File: src/rtl/seq_detector_prog_if.sv
// Serial-detector bus: bit stream, pattern load, counter clear in; match, count and display out.
// The driver of the serial stream uses master; the detector uses slave.
interface seq_detector_prog_if #(
  parameter int MAX_LEN = 8,
  parameter int CNT_W   = 4
);
  logic               x;
  logic               x_valid;
  logic               pat_load;
  logic [MAX_LEN-1:0] pat_in;
  logic [3:0]         len_in;
  logic               cnt_clr;
  logic               match;
  logic [CNT_W-1:0]   match_cnt;
  logic               cnt_sat;
  logic [7:0]         seg;

  modport master (
    output x, x_valid, pat_load, pat_in, len_in, cnt_clr,
    input  match, match_cnt, cnt_sat, seg
  );

  modport slave (
    input  x, x_valid, pat_load, pat_in, len_in, cnt_clr,
    output match, match_cnt, cnt_sat, seg
  );
endinterface

File: src/rtl/seq_detector_prog.sv
// Programmable serial pattern detector with overlapping matches, saturating match
// counter and a 7-segment readout of the low count nibble (dp flags the last match).
module seq_detector_prog #(
  parameter int                 MAX_LEN = 8,
  parameter int                 CNT_W   = 4,
  parameter logic [MAX_LEN-1:0] PAT_RST = 8'b0000_0011,
  parameter int                 LEN_RST = 3
) (
  input logic               clk,
  input logic               reset,
  seq_detector_prog_if.slave bus
);

  typedef enum logic [0:0] {FILL = 1'b0, ARMED = 1'b1} state_t;

  localparam logic [3:0]       MAX_LEN4 = 4'(MAX_LEN);
  localparam logic [3:0]       LEN_RST4 = 4'(LEN_RST);
  localparam logic [CNT_W-1:0] CNT_MAX  = '1;

  state_t             state_r, state_s;
  logic [MAX_LEN-1:0] pat_r, hist_r, hist_s, mask_s;
  logic [3:0]         len_r, len_clamp_s, fill_r, fill_s;
  logic               hit_s;
  logic               match_r, dp_r, sat_r;
  logic [CNT_W-1:0]   cnt_r, cnt_s;
  logic [3:0]         nib_s;
  logic [6:0]         seg_hex_r;

  function automatic logic [6:0] hex7(input logic [3:0] nib);
    case (nib)
      4'h0: hex7 = 7'h3F;  4'h1: hex7 = 7'h06;  4'h2: hex7 = 7'h5B;  4'h3: hex7 = 7'h4F;
      4'h4: hex7 = 7'h66;  4'h5: hex7 = 7'h6D;  4'h6: hex7 = 7'h7D;  4'h7: hex7 = 7'h07;
      4'h8: hex7 = 7'h7F;  4'h9: hex7 = 7'h6F;  4'hA: hex7 = 7'h77;  4'hB: hex7 = 7'h7C;
      4'hC: hex7 = 7'h39;  4'hD: hex7 = 7'h5E;  4'hE: hex7 = 7'h79;  4'hF: hex7 = 7'h71;
      default: hex7 = 7'h00;
    endcase
  endfunction

  // Clamp the requested length into 1..MAX_LEN
  always_comb begin
    if (bus.len_in <= 4'd1) begin
      len_clamp_s = 4'd1;
    end else if (bus.len_in > MAX_LEN4) begin
      len_clamp_s = MAX_LEN4;
    end else begin
      len_clamp_s = bus.len_in;
    end
  end

  // Compare mask: the low len bits of history are significant
  always_comb begin
    mask_s = '0;
    for (int i = 0; i < MAX_LEN; i++) begin
      mask_s[i] = (4'(i) < len_r);
    end
  end

  // Next history, fill, state and match; a load discards the same-cycle bit
  always_comb begin
    hist_s  = hist_r;
    fill_s  = fill_r;
    state_s = state_r;
    hit_s   = 1'b0;
    if (bus.pat_load) begin
      hist_s  = '0;
      fill_s  = 4'd0;
      state_s = FILL;
    end else if (bus.x_valid) begin
      hist_s = {hist_r[MAX_LEN-2:0], bus.x};
      fill_s = (fill_r == MAX_LEN4) ? fill_r : fill_r + 4'd1;
      case (state_r)
        FILL:    state_s = (fill_s >= len_r) ? ARMED : FILL;
        ARMED:   state_s = ARMED;
        default: state_s = FILL;
      endcase
      // ARMED here covers both steady ARMED and the FILL->ARMED sample
      hit_s = (state_s == ARMED) && ((hist_s & mask_s) == (pat_r & mask_s));
    end else begin
      hist_s  = hist_r;
      fill_s  = fill_r;
      state_s = state_r;
    end
  end

  // Counter next value: clear beats a same-cycle increment, increment saturates
  always_comb begin
    if (bus.cnt_clr) begin
      cnt_s = '0;
    end else if (hit_s && (cnt_r != CNT_MAX)) begin
      cnt_s = cnt_r + CNT_W'(1);
    end else begin
      cnt_s = cnt_r;
    end
  end

  assign nib_s = 4'(cnt_s);

  // FSM state register
  always_ff @(posedge clk) begin
    if (reset) begin
      state_r <= FILL;
    end else begin
      state_r <= state_s;
    end
  end

  // Pattern, history, counter and display registers
  always_ff @(posedge clk) begin
    if (reset) begin
      pat_r     <= PAT_RST;
      len_r     <= LEN_RST4;
      hist_r    <= '0;
      fill_r    <= 4'd0;
      match_r   <= 1'b0;
      dp_r      <= 1'b0;
      cnt_r     <= '0;
      sat_r     <= 1'b0;
      seg_hex_r <= 7'h3F;
    end else begin
      if (bus.pat_load) begin
        pat_r <= bus.pat_in;
        len_r <= len_clamp_s;
      end
      hist_r    <= hist_s;
      fill_r    <= fill_s;
      match_r   <= hit_s;
      dp_r      <= match_r;
      cnt_r     <= cnt_s;
      sat_r     <= (cnt_s == CNT_MAX);
      seg_hex_r <= hex7(nib_s);
    end
  end

  assign bus.match     = match_r;
  assign bus.match_cnt = cnt_r;
  assign bus.cnt_sat   = sat_r;
  assign bus.seg       = {dp_r, seg_hex_r};

endmodule

File: src/flat_wrapper.sv
// flat-port wrapper written by rule: the top's interface ports become plain ports
module seq_detector_prog_flat 
#(
  parameter int                 MAX_LEN = 8,
  parameter int                 CNT_W   = 4,
  parameter logic [MAX_LEN-1:0] PAT_RST = 8'b0000_0011,
  parameter int                 LEN_RST = 3
)
  (clk, reset, bus_x, bus_x_valid, bus_pat_load, bus_pat_in, bus_len_in, bus_cnt_clr, bus_match, bus_match_cnt, bus_cnt_sat, bus_seg);
  seq_detector_prog_if #(.MAX_LEN(MAX_LEN), .CNT_W(CNT_W)) bus_i ();
  input logic clk;
  input logic reset;
  input wire logic [$bits(bus_i.x)-1:0] bus_x;
  input wire logic [$bits(bus_i.x_valid)-1:0] bus_x_valid;
  input wire logic [$bits(bus_i.pat_load)-1:0] bus_pat_load;
  input wire logic [$bits(bus_i.pat_in)-1:0] bus_pat_in;
  input wire logic [$bits(bus_i.len_in)-1:0] bus_len_in;
  input wire logic [$bits(bus_i.cnt_clr)-1:0] bus_cnt_clr;
  output wire logic [$bits(bus_i.match)-1:0] bus_match;
  output wire logic [$bits(bus_i.match_cnt)-1:0] bus_match_cnt;
  output wire logic [$bits(bus_i.cnt_sat)-1:0] bus_cnt_sat;
  output wire logic [$bits(bus_i.seg)-1:0] bus_seg;
  assign bus_i.x = bus_x;
  assign bus_i.x_valid = bus_x_valid;
  assign bus_i.pat_load = bus_pat_load;
  assign bus_i.pat_in = bus_pat_in;
  assign bus_i.len_in = bus_len_in;
  assign bus_i.cnt_clr = bus_cnt_clr;
  assign bus_match = bus_i.match;
  assign bus_match_cnt = bus_i.match_cnt;
  assign bus_cnt_sat = bus_i.cnt_sat;
  assign bus_seg = bus_i.seg;
  seq_detector_prog #(.MAX_LEN(MAX_LEN), .CNT_W(CNT_W), .PAT_RST(PAT_RST), .LEN_RST(LEN_RST)) u_core (.clk(clk), .reset(reset), .bus(bus_i));
endmodule
File: config.mk
export PLATFORM = sky130hd
export DESIGN_NAME = seq_detector_prog_flat
export DESIGN_NICKNAME = d
export VERILOG_FILES = /design/src/rtl/seq_detector_prog_if.sv /design/src/rtl/seq_detector_prog.sv /design/src/flat_wrapper.sv
export SDC_FILE = /design/constraint.sdc
export NUM_CORES = 1
export LEC_CHECK = 0
export ABC_CLOCK_PERIOD_IN_PS = 3420
export CAP_MARGIN = 20
export CORE_ASPECT_RATIO = 0.75
export CORE_MARGIN = 8
export CORE_UTILIZATION = 49
export DETAILED_ROUTE_END_ITERATION = 10
export GPL_ROUTABILITY_DRIVEN = 0
export GPL_TIMING_DRIVEN = 0
export PLACE_DENSITY = 0.76
export RECOVER_POWER = 25
export SLEW_MARGIN = 40
export SYNTH_ARGS = -nofsm -noshare
export SYNTH_HDL_FRONTEND = slang
export SYNTH_SLANG_ARGS = --single-unit
File: constraint.sdc
create_clock -name clk -period 3.42 [get_ports clk]
set_clock_uncertainty 0.05 [all_clocks]
set_input_delay 0.342 -clock clk [delete_from_list [all_inputs] [get_ports clk]]
set_output_delay 0.342 -clock clk [all_outputs]
set_load 0.01 [all_outputs]
==> impl_metrics.json <==
{
  "multi_input_area_um2": 1370,
  "path_class": "reg2reg",
  "clock_sinks": 38,
  "drtIter0Drc": 149,
  "met1_length_um": 2630,
  "crit_top_cell": "ha_4",
  "synthSimpleGateAreaFrac": 0.164,
  "leakage_nw": 1.17,
  "cts_made_buffers": 5,
  "drt-wirelength-per-cell_um": 17.1,
  "ant_nets": 0,
  "met2_length_um": 2700,
  "cp-start-kind": "flip-flop",
  "final.setup.tns_ns": 0,
  "rsz0062_at_grt": "false",
  "synth_edf_count": 0,
  "cp.required_ns": 3.55,
  "yosysUniqueCellTypes": 55,
  "vdd_drop_max_uv": 237,
  "syn_avg_cell_area_um2": 9.32,
  "regArea_um2": 769,
  "routed_wl_um": 5960,
  "yosys.area.top_type": "dfxtp_1",
  "synth_adder_area_share": 0.0755,
  "placement.io_buffers": 29,
  "wl_met3_um": 412,
  "die_area_um2": 6790,
  "critPathMaxFanout": 6,
  "die-width_um": 92.5,
  "start_util": 0.497,
  "ctsRootBufferMaster": "clkbuf_8",
  "path_depth": 17,
  "synth_xor_area_frac": 0.0529,
  "synth_seq_cells": 38,
  "slew_headroom": 0.539,
  "dr.pass1.iters": 4,
  "num_vias": 2016,
  "synth_area_leaders": "dfxtp_1 35%, mux2i_1 8.4%, ha_1 7.6%",
  "yosysSeqAreaShare": 0.353,
  "dp_slack_ns": -0.213,
  "cp_slowest_cell": "dfxtp_4",
  "yosys_warnings": 0,
  "core-area_um2": 4340,
  "synth_ff_type": "dfxtp_1",
  "final_cells": 349,
  "rows": 21,
  "synthTopCellsByCount": "38 x dfxtp_1, 32 x nor2_1, 18 x mux2i_1, 13 x ha_1",
  "synthMuxAreaShare": 0.110,
  "syn_to_final_growth_pct": 37.5,
  "drv_slew": 0,
  "postLayoutCoreUtil": 0.683,
  "cp_top_family": "compound AO/OA/AOI/OAI gates",
  "via_per_inst": 5.78,
  "path_buf_inv": 3,
  "synth_top_family_by_area": "compound AO/OA/AOI/OAI gates",
  "post-dp-hpwl_um": 3730,
  "grt_overflow": 0,
  "grt_first_pass_wirelength_um": 9360,
  "clock.fmax_mhz": 300,
  "min_path_type": "in2reg",
  "synth_top_area_frac": 0.353,
  "timing.reg2reg.setup_slack_ns": 0.09,
  "max_stage_delay_ns": 0.38,
  "track_usage": 0.175,
  "clk_latency_ns": 0.30,
  "grt_pass1_vias": 1988,
  "synth-compound-area-share": 0.185,
  "ff2ff_path_depth": 17,
  "total_power_mw": 1.09,
  "crit_chain": "inv_4 > ha_4 > nand2_4 > nand3b_1 > nand2_1 > ha_2 > or2_4 > a211oi_4 > nor2_4 > buf_4 > a31o_1 > a21o_4 > ha_4 > inv_2 > a211oi_1 > a211o_1 > a221o_1",
  "final_nets": 322,
  "htree_levels": 2,
  "period_needed_ns": 3.33,
  "syn_nets": 262,
  "drive_above_1_share": 0.257,
  "pin_count": 32,
  "grt_max_degree": 13,
  "clkTransAtPathRegs_ns": 0.09,
  "drcViolationCount": 0,
  "outcome": "complete, no violations",
  "whs_path_depth": 2,
  "die_y_um": 73.4,
  "yosysMostFrequentCell": "dfxtp_1",
  "ys_async_sr_fraction": 0,
  "hold_violations": 0,
  "n_fill_cell": 334,
  "setup_violations": 0,
  "tightest_slew_ns": 0.692,
  "cp-end-kind": "flip-flop",
  "highest_layer": "met4",
  "finalWorstSetupSlack_ns": 0.0854,
  "worst_ep_arrival_time_ns": 3.47,
  "power_density_nw_per_um2": 368,
  "n_antenna_cell": 0,
  "cts_tree": "built",
  "post-route-period-util": 0.975,
  "clockBufferDepth": 2,
  "dp.cells": 317,
  "netlist_instances": 231,
  "drv_cap": 0,
  "synth_area_um2": 2150,
  "antenna_found_initial": 0
}
==> flip-flops by register name, summed over array words and instances, names as in the netlist <==
register	count
u_core.pat_r	8
u_core.hist_r	7
u_core.seg_hex_r	7
u_core.bus.match_cnt	4
u_core.fill_r	4
u_core.len_r	4
u_core.bus.cnt_sat	1
u_core.bus.match	1
u_core.dp_r	1
u_core.state_r	1
==> repair_timing <==
action                                  4_1_cts  5_1_grt
gates cloned                                  0        0
gates resized for setup                      10       19
endpoints found under the setup margin        3        5
buffers inserted                             23        4
hold buffers                                  0        0
pin swaps                                     8       12
==> power breakdown <==
group	switching [mW]	leakage [nW]	internal, mW
Sequential	0.0125	0.312	0.453
Clock	0.165	0.0714	0.311
Combinational	0.0740	0.784	0.0738
==> cells in the final DEF, fill, tap and decap left out, drive strengths merged, types with 2 or more instances in the layout <==
cell / synthesis / layout
nand2b: 3 / 3
a21o: 2 / 2
nor2: 33 / 33
dlygate4sd3: 0 / 7
buf: 6 / 30
o21bai: 3 / 3
a311oi: 2 / 2
a211oi: 7 / 7
or2: 3 / 3
inv: 12 / 12
xnor2: 12 / 12
and3: 4 / 4
mux2i: 18 / 18
nand4: 2 / 2
a21oi: 9 / 9
a41oi: 2 / 2
a211o: 6 / 6
clkbuf: 8 / 14
bufinv: 0 / 2
nor4: 3 / 3
nand2: 6 / 6
a31oi: 2 / 2
a32oi: 2 / 2
nor3: 4 / 4
nor2b: 5 / 5
ha: 13 / 13
clkdlybuf4s50: 0 / 22
dfxtp: 38 / 38
mux2: 5 / 5
o21ai: 7 / 7
nand3: 2 / 2
==> area by class of cell <==
type,instances,area share
flip-flops and latches,38,0.260
inverters,12,0.0169
well taps,57,0.0241
plain buffers,13,0.0253
clock buffers,6,0.0279
multi-input cells,167,0.463
clock inverters,2,0.0203
repair buffers,54,0.163
==> cells by family (layout without fill, tap and decap cells) <==
logic type | count (synthesis) | count (layout)
compound gates | 48 | 48
flops | 38 | 38
xor+xnor | 13 | 13
buf+inv | 26 | 87
mux | 23 | 23
fa+ha+maj | 13 | 13
simple gates | 70 | 70
==> worst register-to-register path: stages, from the launching register on <==
cell and delay, ns:
dfxtp_4 0.38, inv_4 0.05, ha_4 0.15, nand2_4 0.06, nand3b_1 0.11, nand2_1 0.08, ha_2 0.27, or2_4 0.25
a211oi_4 0.28, nor2_4 0.05, buf_4 0.16, a31o_1 0.20, a21o_4 0.24, ha_4 0.24, inv_2 0.06, a211oi_1 0.04
a211o_1 0.25, a221o_1 0.31
==> final timing paths <==
| kind | startpoint | endpoint |
|---|---|---|
| max | u_core.fill_r[0]$_SDFFE_PP0P_ | u_core.seg_hex_r[3]$_SDFF_PP1_ |
| min | reset | u_core.dp_r$_SDFF_PP0_ |
| max reg2reg | u_core.fill_r[0]$_SDFFE_PP0P_ | u_core.seg_hex_r[3]$_SDFF_PP1_ |
| min reg2reg | u_core.bus.match$_SDFF_PP0_ | u_core.dp_r$_SDFF_PP0_ |
==> layer usage <==
layer,track usage,up-vias
met1,0.215,944
met2,0.276,112
met3,0.0388,20
li1,-,940
met5,0,-
met4,0.105,0
==> through the flow <==
stage / cell area, µm² / hold slack, ns
2_1_floorplan: 2160 / 0.403
3_3_place_gp: 2520 / 0.402
3_5_place_dp: 2520 / 0.400
4_1_cts: 2880 / 0.357
5_1_grt: 2960 / 0.385
6_report: 2960 / 0.358
Note: power is estimated with default switching activity, not from simulation.
==> RTL change 1, RTL diff (same flow settings) <==
`CNT_W` is set to 4 in 3 places; all go to 3.
--- a/src/rtl/seq_detector_prog_if.sv
+++ b/src/rtl/seq_detector_prog_if.sv
@@ -4,3 +4,3 @@
   parameter int MAX_LEN = 8,
-  parameter int CNT_W   = 4
+  parameter int CNT_W   = 3
 );
--- a/src/rtl/seq_detector_prog.sv
+++ b/src/rtl/seq_detector_prog.sv
@@ -4,3 +4,3 @@
   parameter int                 MAX_LEN = 8,
-  parameter int                 CNT_W   = 4,
+  parameter int                 CNT_W   = 3,
   parameter logic [MAX_LEN-1:0] PAT_RST = 8'b0000_0011,
--- a/src/flat_wrapper.sv
+++ b/src/flat_wrapper.sv
@@ -4,3 +4,3 @@
   parameter int                 MAX_LEN = 8,
-  parameter int                 CNT_W   = 4,
+  parameter int                 CNT_W   = 3,
   parameter logic [MAX_LEN-1:0] PAT_RST = 8'b0000_0011,
Ports: changed (resized bus_match_cnt); port bits go from 32 to 31. No check against the original RTL was run, so the function may have changed too.
==> RTL change 1 against the unedited design <==
  * Cell area decreased by 20%
  * Highest routed layer unchanged
  * Worst setup slack improved by 61 ps
  * Non-clock buffer count decreased by 25
  * Routed wire length decreased by 36%
  * Sequential cell count decreased by 1
  * Total power decreased by 14%
  * Maximum frequency increased by 1.9%
  * Synthesized area decreased by 15%
  * Final cell count decreased by 18%
  * Combinational power decreased by 33%
==> RTL change 1: results (changes against the unedited design) <==
[worst_setup_path]
r2r_slack_ps=150  ; +60 ps
crit_path_end=u_core.seg_hex_r[1]
arrival_ps=3400  ; -70 ps
crit_fanout=4  ; -2

[layout]
finalNetCount=265  ; -18%
drive_gt1_frac=0.149  ; -0.108

[cts]
h-tree-depth=2  ; unchanged
path_clk_slew_ps=70  ; -20 ps

[yosys]
synth-seq-area-share=0.404  ; +0.0511
yosys.area_share.adder=0.0888  ; +0.0133
yosys-top-cells-area=dfxtp_1 (40%), mux2i_1 (11%), ha_1 (8.9%)
yosys-top-cells-count=dfxtp_1 (37), nor2_1 (29), mux2i_1 (21)
synth_compound_area_frac=0.105  ; -0.0803
synth_warnings=0  ; unchanged
synth_nets=224  ; -15%
synth_cell_types=44  ; -20%

[placed_design]
dp_hpwl_mm=2.85  ; -24%
pre_cts_slack_ps=-206  ; +7.70 ps

[global_route]
grt_pass1_vias=1288  ; -35%
grt_first_pass_wirelength_mm=5.95  ; -36%
grt_max_degree=12  ; -1
grtUsageTotal=0.132  ; -0.0428

[sta]
tightest_slew_ps=656  ; -35.6 ps
fmax_ghz=0.305  ; +1.9%

[routing]
vias=1462  ; -27%
wirelength_mm=3.80  ; -36%
drtIter0Drc=155  ; +4.0%

[status]
status=complete, no violations

[power_and_ir_drop]
vdd_ir_drop_max_v=0.000247  ; +4.3%

[RTL change 1: cell types whose count changed in the layout (fill, tap and decap cells not counted), moves of 4 or more]
cell	before	now
buf_4	25	5
mux2_2	4	0
a211o_1	5	1
nor2_1	32	28
clkbuf_1	8	4
nand2_1	5	9
a21oi_1	8	3
ha_1	8	13
[RTL change 1: timing repair]
item                       4_1_cts  5_1_grt
resized for setup                1       12
hold buffers                     0        0
setup endpoints to repair        5        5
pin swaps                        1        4
setup buffers                    1        4
[RTL change 1: cell type report]
type / instances / area (sq um)
fill: 313 / 1230
multi-input combinational: 140 / 1050
sequential: 37 / 743
timing repair buffer: 34 / 332
clock buffer: 7 / 86.3
tap: 52 / 65.1
buffer: 8 / 42.5
clock inverter: 1 / 30.0
inverter: 8 / 30.0
[RTL change 1: stage by stage]
| stage | hold WS (ps) | instance area, sq um |
|---|---|---|
| after floorplan | 393 | 1830 |
| after global placement | 405 | 2190 |
| after detailed placement | 418 | 2190 |
| after CTS | 361 | 2320 |
| after global routing | 416 | 2380 |
| final | 370 | 2380 |
[RTL change 1: worst min-delay path by stage]
stage                     startpoint         endpoint  slack (ps)  cells past startpoint
floorplan              bus_len_in[3]  u_core.len_r[0]         390                      1
global placement    u_core.bus.match      u_core.dp_r         410                      1
detailed placement  u_core.bus.match      u_core.dp_r         420                      1
CTS                            reset      u_core.dp_r         360                      2
global route                   reset      u_core.dp_r         420                      2
finish                         reset      u_core.dp_r         370                      2
[RTL change 1: cells by family after synthesis]
| group | count (synthesis) |
|---|---|
| AOI/OAI and AO/OA | 28 |
| adders and majority gates | 13 |
| buffers and inverters | 16 |
| DFF | 37 |
| xor gates and xnor gates | 13 |
| muxes | 21 |
| and+or+nand+nor | 65 |
[RTL change 1: worst max-delay path, cell delays in order, from the launching register on]
cell	delay, ps
dfxtp_2	360
inv_2	60
ha_1	200
nand2_2	80
nor2_1	50
xnor2_1	130
ha_1	290
nor3b_2	40
o21a_1	200
a211o_1	350
nor3_4	250
mux2i_2	320
or2_4	180
ha_1	240
or3_1	370
[RTL change 1: power breakdown]
group          switching [uW]  internal (uW)
clock network             151            238
logic                    48.0           51.8
registers                9.68            442
total                     209            732
[RTL change 1: metal layers]
metal | GRT usage | wire length [um]
met5 | 0 | 0
met3 | 0.0497 | 265
met4 | 0.0769 | 54
met1 | 0.170 | 1940
met2 | 0.186 | 1540
==> RTL change 2, RTL diff (config.mk and constraints unchanged) <==
Without the edit above. Reset style: asynchronous (`reset`), changed in 2 clocked blocks.
--- a/src/rtl/seq_detector_prog.sv
+++ b/src/rtl/seq_detector_prog.sv
@@ -98,3 +98,3 @@
   // FSM state register
-  always_ff @(posedge clk) begin
+  always_ff @(posedge clk or posedge reset) begin
     if (reset) begin
@@ -107,3 +107,3 @@
   // Pattern, history, counter and display registers
-  always_ff @(posedge clk) begin
+  always_ff @(posedge clk or posedge reset) begin
     if (reset) begin
Behaviour: differs if reset is asserted again (counterexample within 4 cycles, from zero or initial values and one cycle with reset high); with reset held inactive, the same outputs for 10 cycles.
==> RTL change 2 against the unedited design <==
  * Total power decreased by 10%
  * Worst setup slack worse by 21 ps
  * Final cell count is 17% lower
  * Sequential share of layout area increased by 9.3 points
  * Routed wire length down 26%
  * Cell area decreased by 7.9%
  * First-iteration DRC count shrank 60%
  * Maximum frequency decreased by 0.64%
  * Synthesized area shrank 3.3%
  * Sequential cell count unchanged
  * Critical path depth shrank 1
  * Critical endpoint is now u_core.seg_hex_r[5]
  * Largest cell class unchanged
==> RTL change 2: results (changes against the unedited design) <==
[global_route]
use_met3=0.0371  ; -0.00166
grt_use_met1=0.181  ; -0.0340
grt_max_degree=22  ; +9
grt_pass1_vias=1475  ; -26%
grtUsageTotal=0.130  ; -0.0452

[worst_setup_path]
reg2reg_to=u_core.seg_hex_r[5]
startpoint=u_core.fill_r[0]
critPathSlowestCell=or4_4

[routing]
met3_length_um=155  ; -62%
met2_length_mm=1.99  ; -26%
wl_met1_mm=2.25  ; -14%
vias=1529  ; -24%

[yosys]
yosys.area_share.adder=0.0781  ; +0.00254
syn_area_per_cell_sq_um=11.2  ; +20%
synth_ff_type=dfrtp_1
yosys-top-cells-area=dfrtp_1 (34%), dfstp_2 (13%), ha_1 (7.8%)
synth_xor_area_frac=0.0505  ; -0.00243
synth-seq-area-share=0.462  ; +0.109

[hold_path]
min_path_type=reg -> reg

[status]
status=complete, no violations

[placed_design]
port_buffers=30  ; +3.4%
placed_cell_area_sq_mm=0.00248  ; -1.7%

[power_and_ir_drop]
vdd_ir_drop_max_v=0.000281  ; +19%
p_leak_uw=0.00120  ; +2.8%

[layout]
drive_gt1_frac=0.278  ; +0.0209

==> RTL change 2: cell count changes after synthesis, moves of 4 or more <==
cell      delta
a211o_1      -5
a211oi_1     -4
clkbuf_1     -6
dfrtp_1     +28
dfstp_2     +10
dfxtp_1     -38
mux2_2       +6
nor2_1      -14
xnor2_1      -4
==> RTL change 2: metrics by stage <==
stage | setup WS, ps | utilization | hold WS, ps | power, uW
2_1_floorplan | 165 | - | 366 | 587
3_3_place_gp | -184 | 0.601 | 316 | 634
3_5_place_dp | -216 | 0.608 | 322 | 643
4_1_cts | 14.6 | 0.643 | 334 | 967
5_1_grt | -59.0 | 0.669 | 356 | 1020
6_report | 64.1 | 0.669 | 342 | 977
==> RTL change 2: report_power, final <==
group,internal (uW),switching [uW]
clock,162,159
sequential,476,19.5
combinational,84.3,76.6
total,722,255
==> RTL change 2: what timing repair did <==
item	in CTS	in global routing
resized for setup	6	19
endpoints found under the setup margin	8	8
hold endpoints to repair	0	0
gates cloned	0	1
buffers inserted	4	4
pin swaps	2	4
==> RTL change 2: worst reg2reg max path: stages, from the launching register on <==
cell,delay [ps]
dfrtp_1,420
inv_2,90
ha_1,180
nand2_2,80
nand2_2,80
mux2i_2,80
ha_2,200
or4_4,520
a21oi_4,130
a2111o_1,160
a21oi_4,60
buf_6,150
nor3b_2,160
a211oi_4,390
buf_4,200
mux2i_1,180
o22a_1,170
==> RTL change 2: area by class of cell <==
| class | count | area (sq um) |
|---|---|---|
| fillers | 331 | 1350 |
| multi-input cells | 130 | 1150 |
| flip-flops and latches | 38 | 963 |
| repair buffers | 40 | 373 |
| clock buffers | 6 | 82.6 |
| well taps | 55 | 68.8 |
| inverters | 12 | 47.5 |
| plain buffers | 6 | 33.8 |
| clock inverters | 2 | 12.5 |
